`config.mk`:
```
export PLATFORM = sky130hd
export DESIGN_NAME = imem_loader
export DESIGN_NICKNAME = d
export VERILOG_FILES = /design/src/rtl/imem_loader_pkg.sv /design/src/rtl/byte_assembler.sv /design/src/rtl/imem_loader.sv
export SDC_FILE = /design/constraint.sdc
export NUM_CORES = 1
export LEC_CHECK = 0
export BUFFER_PORTS_ARGS = -buffer_cell sky130_fd_sc_hd__buf_2
export CAP_MARGIN = 25
export CORE_ASPECT_RATIO = 1.1
export CORE_MARGIN = 10
export CORE_UTILIZATION = 59
export DETAILED_ROUTE_END_ITERATION = 7
export HOLD_SLACK_MARGIN = 0.08
export PLACE_DENSITY = 0.81
export SYNTH_ARGS = -nofsm -noshare
export SYNTH_HDL_FRONTEND = slang
export SYNTH_HIERARCHICAL = 1
export SYNTH_SLANG_ARGS = --single-unit
```
`constraint.sdc`:
```
create_clock -name CLK -period 3.84 [get_ports CLK]
set_input_delay 0.768 -clock CLK [delete_from_list [all_inputs] [get_ports CLK]]
set_output_delay 0.768 -clock CLK [all_outputs]
set_load 0.005 [all_outputs]
```
`src/rtl/imem_loader_pkg.sv`:
```
// Shared types and stream-format constants for the instruction-memory boot loader.
// Build option IMEM_LOADER_CHECKSUM_EN adds the trailing checksum phase.
package imem_loader_pkg;

    typedef enum logic [2:0] {
        ST_IDLE,
        ST_LEN0,
        ST_LEN1,
        ST_DATA,
        ST_CSUM,
        ST_DONE,
        ST_ERROR
    } state_t;

    localparam int BYTES_PER_WORD = 4;
    localparam int LEN_BYTES      = 2;
    localparam int CSUM_BYTES     = 4;

    // States in which the loader consumes stream bytes.
    function automatic logic takes_bytes(input state_t s);
        return (s == ST_LEN0) || (s == ST_LEN1) || (s == ST_DATA) || (s == ST_CSUM);
    endfunction

endpackage

```
`src/rtl/byte_assembler.sv`:
```
// Little-endian 8-to-32 packer; word/word_valid include the byte being accepted
// this cycle so the caller can register the finished word with no extra latency.
module byte_assembler
    import imem_loader_pkg::*;
(
    input  logic        CLK,
    input  logic        resetl,
    input  logic        clear,
    input  logic        byte_en,
    input  logic [7:0]  byte_in,
    output logic [31:0] word,
    output logic        word_valid,
    output logic        len_valid
);

    logic [1:0]  cnt;
    logic [31:0] sh;

    always_comb begin
        word = sh;
        word[{cnt, 3'b000} +: 8] = byte_in;
    end

    assign word_valid = byte_en && (cnt == 2'(BYTES_PER_WORD - 1));
    assign len_valid  = byte_en && (cnt == 2'(LEN_BYTES - 1));

    always_ff @(posedge CLK or negedge resetl) begin
        if (!resetl) begin
            cnt <= '0;
            sh  <= '0;
        end else if (clear) begin
            cnt <= '0;
            sh  <= '0;
        end else if (byte_en) begin
            cnt <= cnt + 2'd1;
            sh  <= word;
        end
    end

endmodule

```
`src/rtl/imem_loader.sv`:
```
// Boot-time instruction RAM writer: length header, LE words, optional checksum.
// Define IMEM_LOADER_CHECKSUM_EN to require a trailing 32-bit wrapping-sum checksum.
module imem_loader
    import imem_loader_pkg::*;
#(
    parameter logic [63:0] BASE_ADDR = 64'h0,
    parameter int unsigned MAX_WORDS = 1024
) (
    input  logic        CLK,
    input  logic        resetl,
    input  logic        start,
    input  logic [7:0]  in_data,
    input  logic        in_valid,
    output logic        in_ready,
    output logic        wr_en,
    output logic [63:0] wr_addr,
    output logic [31:0] wr_data,
    output logic        cpu_hold,
    output logic        done,
    output logic        error,
    output logic [15:0] words_loaded
);

    state_t      state_q, state_n;
    logic        accept, load_go, asm_clear, len_take;
    logic        word_valid, len_valid, last_word;
    logic        wr_go, fin_set, fin_q;
    logic [31:0] word;
    logic [15:0] len, n_words;
    logic [63:0] next_addr;
`ifdef IMEM_LOADER_CHECKSUM_EN
    logic [31:0] csum_acc;
`endif

    assign accept    = in_valid && in_ready;
    assign load_go   = start && ((state_q == ST_IDLE) || (state_q == ST_DONE) || (state_q == ST_ERROR));
    assign len       = word[15:0];
    assign len_take  = (state_q == ST_LEN1) && len_valid;
    assign asm_clear = load_go || len_take;
    assign last_word = (words_loaded + 16'd1) == n_words;

    byte_assembler u_asm (
        .CLK        (CLK),
        .resetl     (resetl),
        .clear      (asm_clear),
        .byte_en    (accept),
        .byte_in    (in_data),
        .word       (word),
        .word_valid (word_valid),
        .len_valid  (len_valid)
    );

    always_comb begin
        state_n = state_q;
        wr_go   = 1'b0;
        fin_set = 1'b0;
        case (state_q)
            ST_IDLE, ST_DONE, ST_ERROR: begin
                if (load_go) state_n = ST_LEN0;
            end
            ST_LEN0: begin
                if (accept) state_n = ST_LEN1;
            end
            ST_LEN1: begin
                if (len_valid) begin
                    if ({16'd0, len} > MAX_WORDS) state_n = ST_ERROR;
`ifdef IMEM_LOADER_CHECKSUM_EN
                    else if (len == 16'd0)        state_n = ST_CSUM;
`else
                    else if (len == 16'd0)        state_n = ST_DONE;
`endif
                    else                          state_n = ST_DATA;
                end
            end
            ST_DATA: begin
                // fin_q marks the cycle the final write is on the bus; done follows it.
                if (fin_q) begin
                    state_n = ST_DONE;
                end else if (word_valid) begin
                    wr_go = 1'b1;
                    if (last_word) begin
`ifdef IMEM_LOADER_CHECKSUM_EN
                        state_n = ST_CSUM;
`else
                        fin_set = 1'b1;
`endif
                    end
                end
            end
`ifdef IMEM_LOADER_CHECKSUM_EN
            ST_CSUM: begin
                if (word_valid) state_n = (word == csum_acc) ? ST_DONE : ST_ERROR;
            end
`endif
            default: state_n = ST_IDLE;
        endcase
    end

    // Status outputs are registered from the next state so they line up with state_q.
    always_ff @(posedge CLK or negedge resetl) begin
        if (!resetl) begin
            state_q      <= ST_IDLE;
            in_ready     <= 1'b0;
            cpu_hold     <= 1'b1;
            done         <= 1'b0;
            error        <= 1'b0;
            wr_en        <= 1'b0;
            wr_addr      <= '0;
            wr_data      <= '0;
            words_loaded <= '0;
            n_words      <= '0;
            next_addr    <= BASE_ADDR;
            fin_q        <= 1'b0;
        end else begin
            state_q  <= state_n;
            in_ready <= takes_bytes(state_n) && !fin_set;
            cpu_hold <= (state_n != ST_DONE);
            done     <= (state_n == ST_DONE);
            error    <= (state_n == ST_ERROR);
            wr_en    <= wr_go;
            fin_q    <= fin_set;
            if (load_go) begin
                words_loaded <= '0;
                next_addr    <= BASE_ADDR;
            end else if (wr_go) begin
                wr_addr      <= next_addr;
                wr_data      <= word;
                next_addr    <= next_addr + 64'd4;
                words_loaded <= words_loaded + 16'd1;
            end
            if (len_take) n_words <= len;
        end
    end

`ifdef IMEM_LOADER_CHECKSUM_EN
    always_ff @(posedge CLK or negedge resetl) begin
        if (!resetl)     csum_acc <= '0;
        else if (load_go) csum_acc <= '0;
        else if (wr_go)  csum_acc <= csum_acc + word;
    end
`endif

endmodule
```
==> reports/metrics.csv <==
metric,value,unit
cts bufs inserted,23,
Clock Power Share,32.4,%
Detailed Routing Iterations Pass 1,6,
Vias/cell,5.87,
PwrDens,524,nW/µm²
critical path's slowest cell,or4_1,
Worst Hold Class,in2async,
Net Sw Power,2.05,mW
Max Clk Rate,290,MHz
Final Hold Fails,0,
vias,9015,
Post-DP HPWL,18.6,mm
"delay-heaviest family, CP",simple AND/OR/NAND/NOR gates,
Comb power frac,23.1,%
fin nets,1296,
Setup CP Type,reg2reg,
DRT iter0 DRCs,674,
Antenna Nets Post-Route,0,
leak pwr,6.51,nW
yosys warns,6,
Detailed Route WL,27.6,mm
Synth top area share,52.0,%
peak per-stage delay on the critical path,0.57,ns
CP cell instances,inv_1 > ha_1 > nor4bb_4 > nand2_1 > o21ai_0 > or4_1 > nor4_2 > xnor2_1 > nand2_1 > a221o_1 > nor3_1,
die area,24600,µm²
clk_skew,0.00949,ns
sw frac,31.1,%
most frequent cell after synthesis,nand2_1,
post-route minimum period,3.44,ns
Clock Tree Buf Depth,3,
wire length per cell,18.0,µm
final setup fails,0,
Tot Pwr,6.57,mW
Critical Path Start Type,flop,
Final Cycle Share,89.7,%
total grt overflow,0,
Yosys reg bits,231,
# hold bufs at CTS,0,
post-synthesis cell type count,68,
crit path capture type,flop,
Die H,164,µm
slew margin rel.,28.7,%
cell internal pwr,4.53,mW
Port Buf Inserts,126,
Root Buffer,clkbuf_16,
worst vdd ir,0.378,mV
total track usage,22.4,%
# fillers,1394,
top_reg_cell synth,dfrtp_1,
Worst Path Arrival,3.85,ns
worst path bufs/invs,1,
largest net degree at the start of global routing,116,
Core Area,18400,µm²
Site Rows,52,
Mapped Area,11100,µm²
synth cell count leaders,"344 x nand2_1, 230 x dfrtp_1, 82 x nor2_1",
Synth Instances,1182,
sequential power share,44.6,%
layout cells sized above 1,17.8,%
Setup TNS,0,ns
routability cong.,0.914,
Synth area leaders,"dfrtp_1 52%, nand2_1 12%, xor2_1 3.2%, nor2_1 2.8%, o21ai_0 2.3%",
vias in the first global route,8953,
asr flop ratio synth,100,%
CTS tree,built,
fin. max-slew vios,0,
area occupied by multi-input gates,4890,µm²
crit path max fanout,14,
status,completed,
Most common cell on crit path,nand2_1,
worst endpoint required time,4.24,ns
"Reg clk slew, reported paths",0.06,ns
"area leader, netlist",dfrtp_1,
Syn-to-layout area delta,13.4,%
DRC,0,
first-pass GRT wire length,45.7,mm
RSZ-0062 raised after global routing,false,
antenna violations before repair,1,
Die X,151,µm
H-tree levels,1,
actual slew at the worst max-slew pin,1.07,ns
number of flops mapped to enable cells by yosys,0,
synthesized area per cell,9.36,µm²
max cap viols,0,
Num Clock Sinks,231,
clk_lat worst skew,0.50,ns
"Seq/Total Area, Yosys",52.2,%
Starting Density,60.1,%
I/O pins,129,
FF/Latch Area,5780,µm²
==> through the flow <==
stage	instances	hold WS, ns	area (µm²)	util [%]	worst slack, ns
after global routing	1534	0.411	12500	68.2	0.163
final	1535	0.340	12600	68.2	0.397
after global placement	1495	0.452	11800	64.3	0.506
after CTS	1534	0.388	12500	68.2	0.292
after floorplan	1183	0.453	11100	-	0.573
after detailed placement	1495	0.457	11800	64.3	0.354
==> power groups by stage <==
stage	clock network (mW)	logic, mW	registers [mW]
after global routing	2.26	1.68	2.96
after floorplan	0	1.10	2.88
final	2.13	1.52	2.93
after global placement	0	1.45	2.95
after detailed placement	0	1.50	2.96
after CTS	2.16	1.51	2.92
==> layer usage <==
layer,up-vias,wire length [µm],GRT usage (%)
met1,4401,11800,30.4
met2,336,13000,35.7
met5,-,0,0
li1,4213,-,-
met3,65,2010,3.82
met4,0,817,7.75
==> cell families after synthesis <==
| family | count (synthesis) | synth area share (%) |
|---|---|---|
| AND/OR/NAND/NOR | 610 | 26.3 |
| flip-flops | 231 | 52.2 |
| AO/OA/AOI/OAI | 154 | 9.52 |
| buffers and inverters | 93 | 3.80 |
| XOR/XNOR | 62 | 4.91 |
| multiplexers | 24 | 2.42 |
| adder cells (fa/ha/maj) | 7 | 0.791 |
| other | 1 | 0.0339 |
==> flip-flops by register name (all words and copies together) (netlist names), 2 cells and up <==
signal	count
next_addr	62
n_words	16
state_q	3
u_asm/cnt	2
u_asm/sh	32
wr_data	32
wr_addr	62
words_loaded	16
==> layout make-up <==
| class | count | share of cell area [%] |
|---|---|---|
| well taps | 243 | 2.42 |
| clock buffers | 36 | 5.53 |
| inverters | 22 | 0.668 |
| clock inverters | 3 | 0.120 |
| diodes | 1 | 0.0199 |
| flip-flops and latches | 231 | 46.1 |
| repair buffers | 140 | 6.24 |
| multi-input cells | 859 | 38.9 |
==> timing repair <==
item                                   4_1_cts  5_1_grt
setup endpoints to repair                    0        1
buffers inserted                             0        0
endpoints found under the hold margin        0        0
resized for setup                            0        1
==> final timing paths <==
check	end	start	slack, ns	cells after the start
min	wr_data[31]	resetl	0.34	1
max reg2reg	in_ready	u_asm/cnt[0]	0.40	11
max	in_ready	u_asm/cnt[0]	0.40	11
min reg2reg	wr_addr[7]	wr_addr[7]	0.47	2
min in group CLK	wr_addr[7]	wr_addr[7]	0.47	2
max in group asynchronous	n_words[5]	resetl	2.59	2
==> placed cells by master, fill, tap and decap left out, types with 6 or more instances in the layout <==
cell type	n
or4_1	6
or3_1	6
nor2_1	82
and3_1	15
xor2_1	41
buf_2	125
clkbuf_8	7
nor3_1	9
o31ai_1	11
buf_4	11
ha_1	7
nor4_1	8
a22o_2	8
a21oi_1	22
nor2b_1	10
nand4_1	29
a32oi_1	10
o21ai_0	50
and2_1	10
a22o_1	26
dfrtp_1	229
clkbuf_1	6
nand3_1	43
mux2_2	22
nand2_1	343
xnor2_1	21
and4_1	9
inv_1	21
clkbuf_16	23
(Power assumes the default switching activity.)
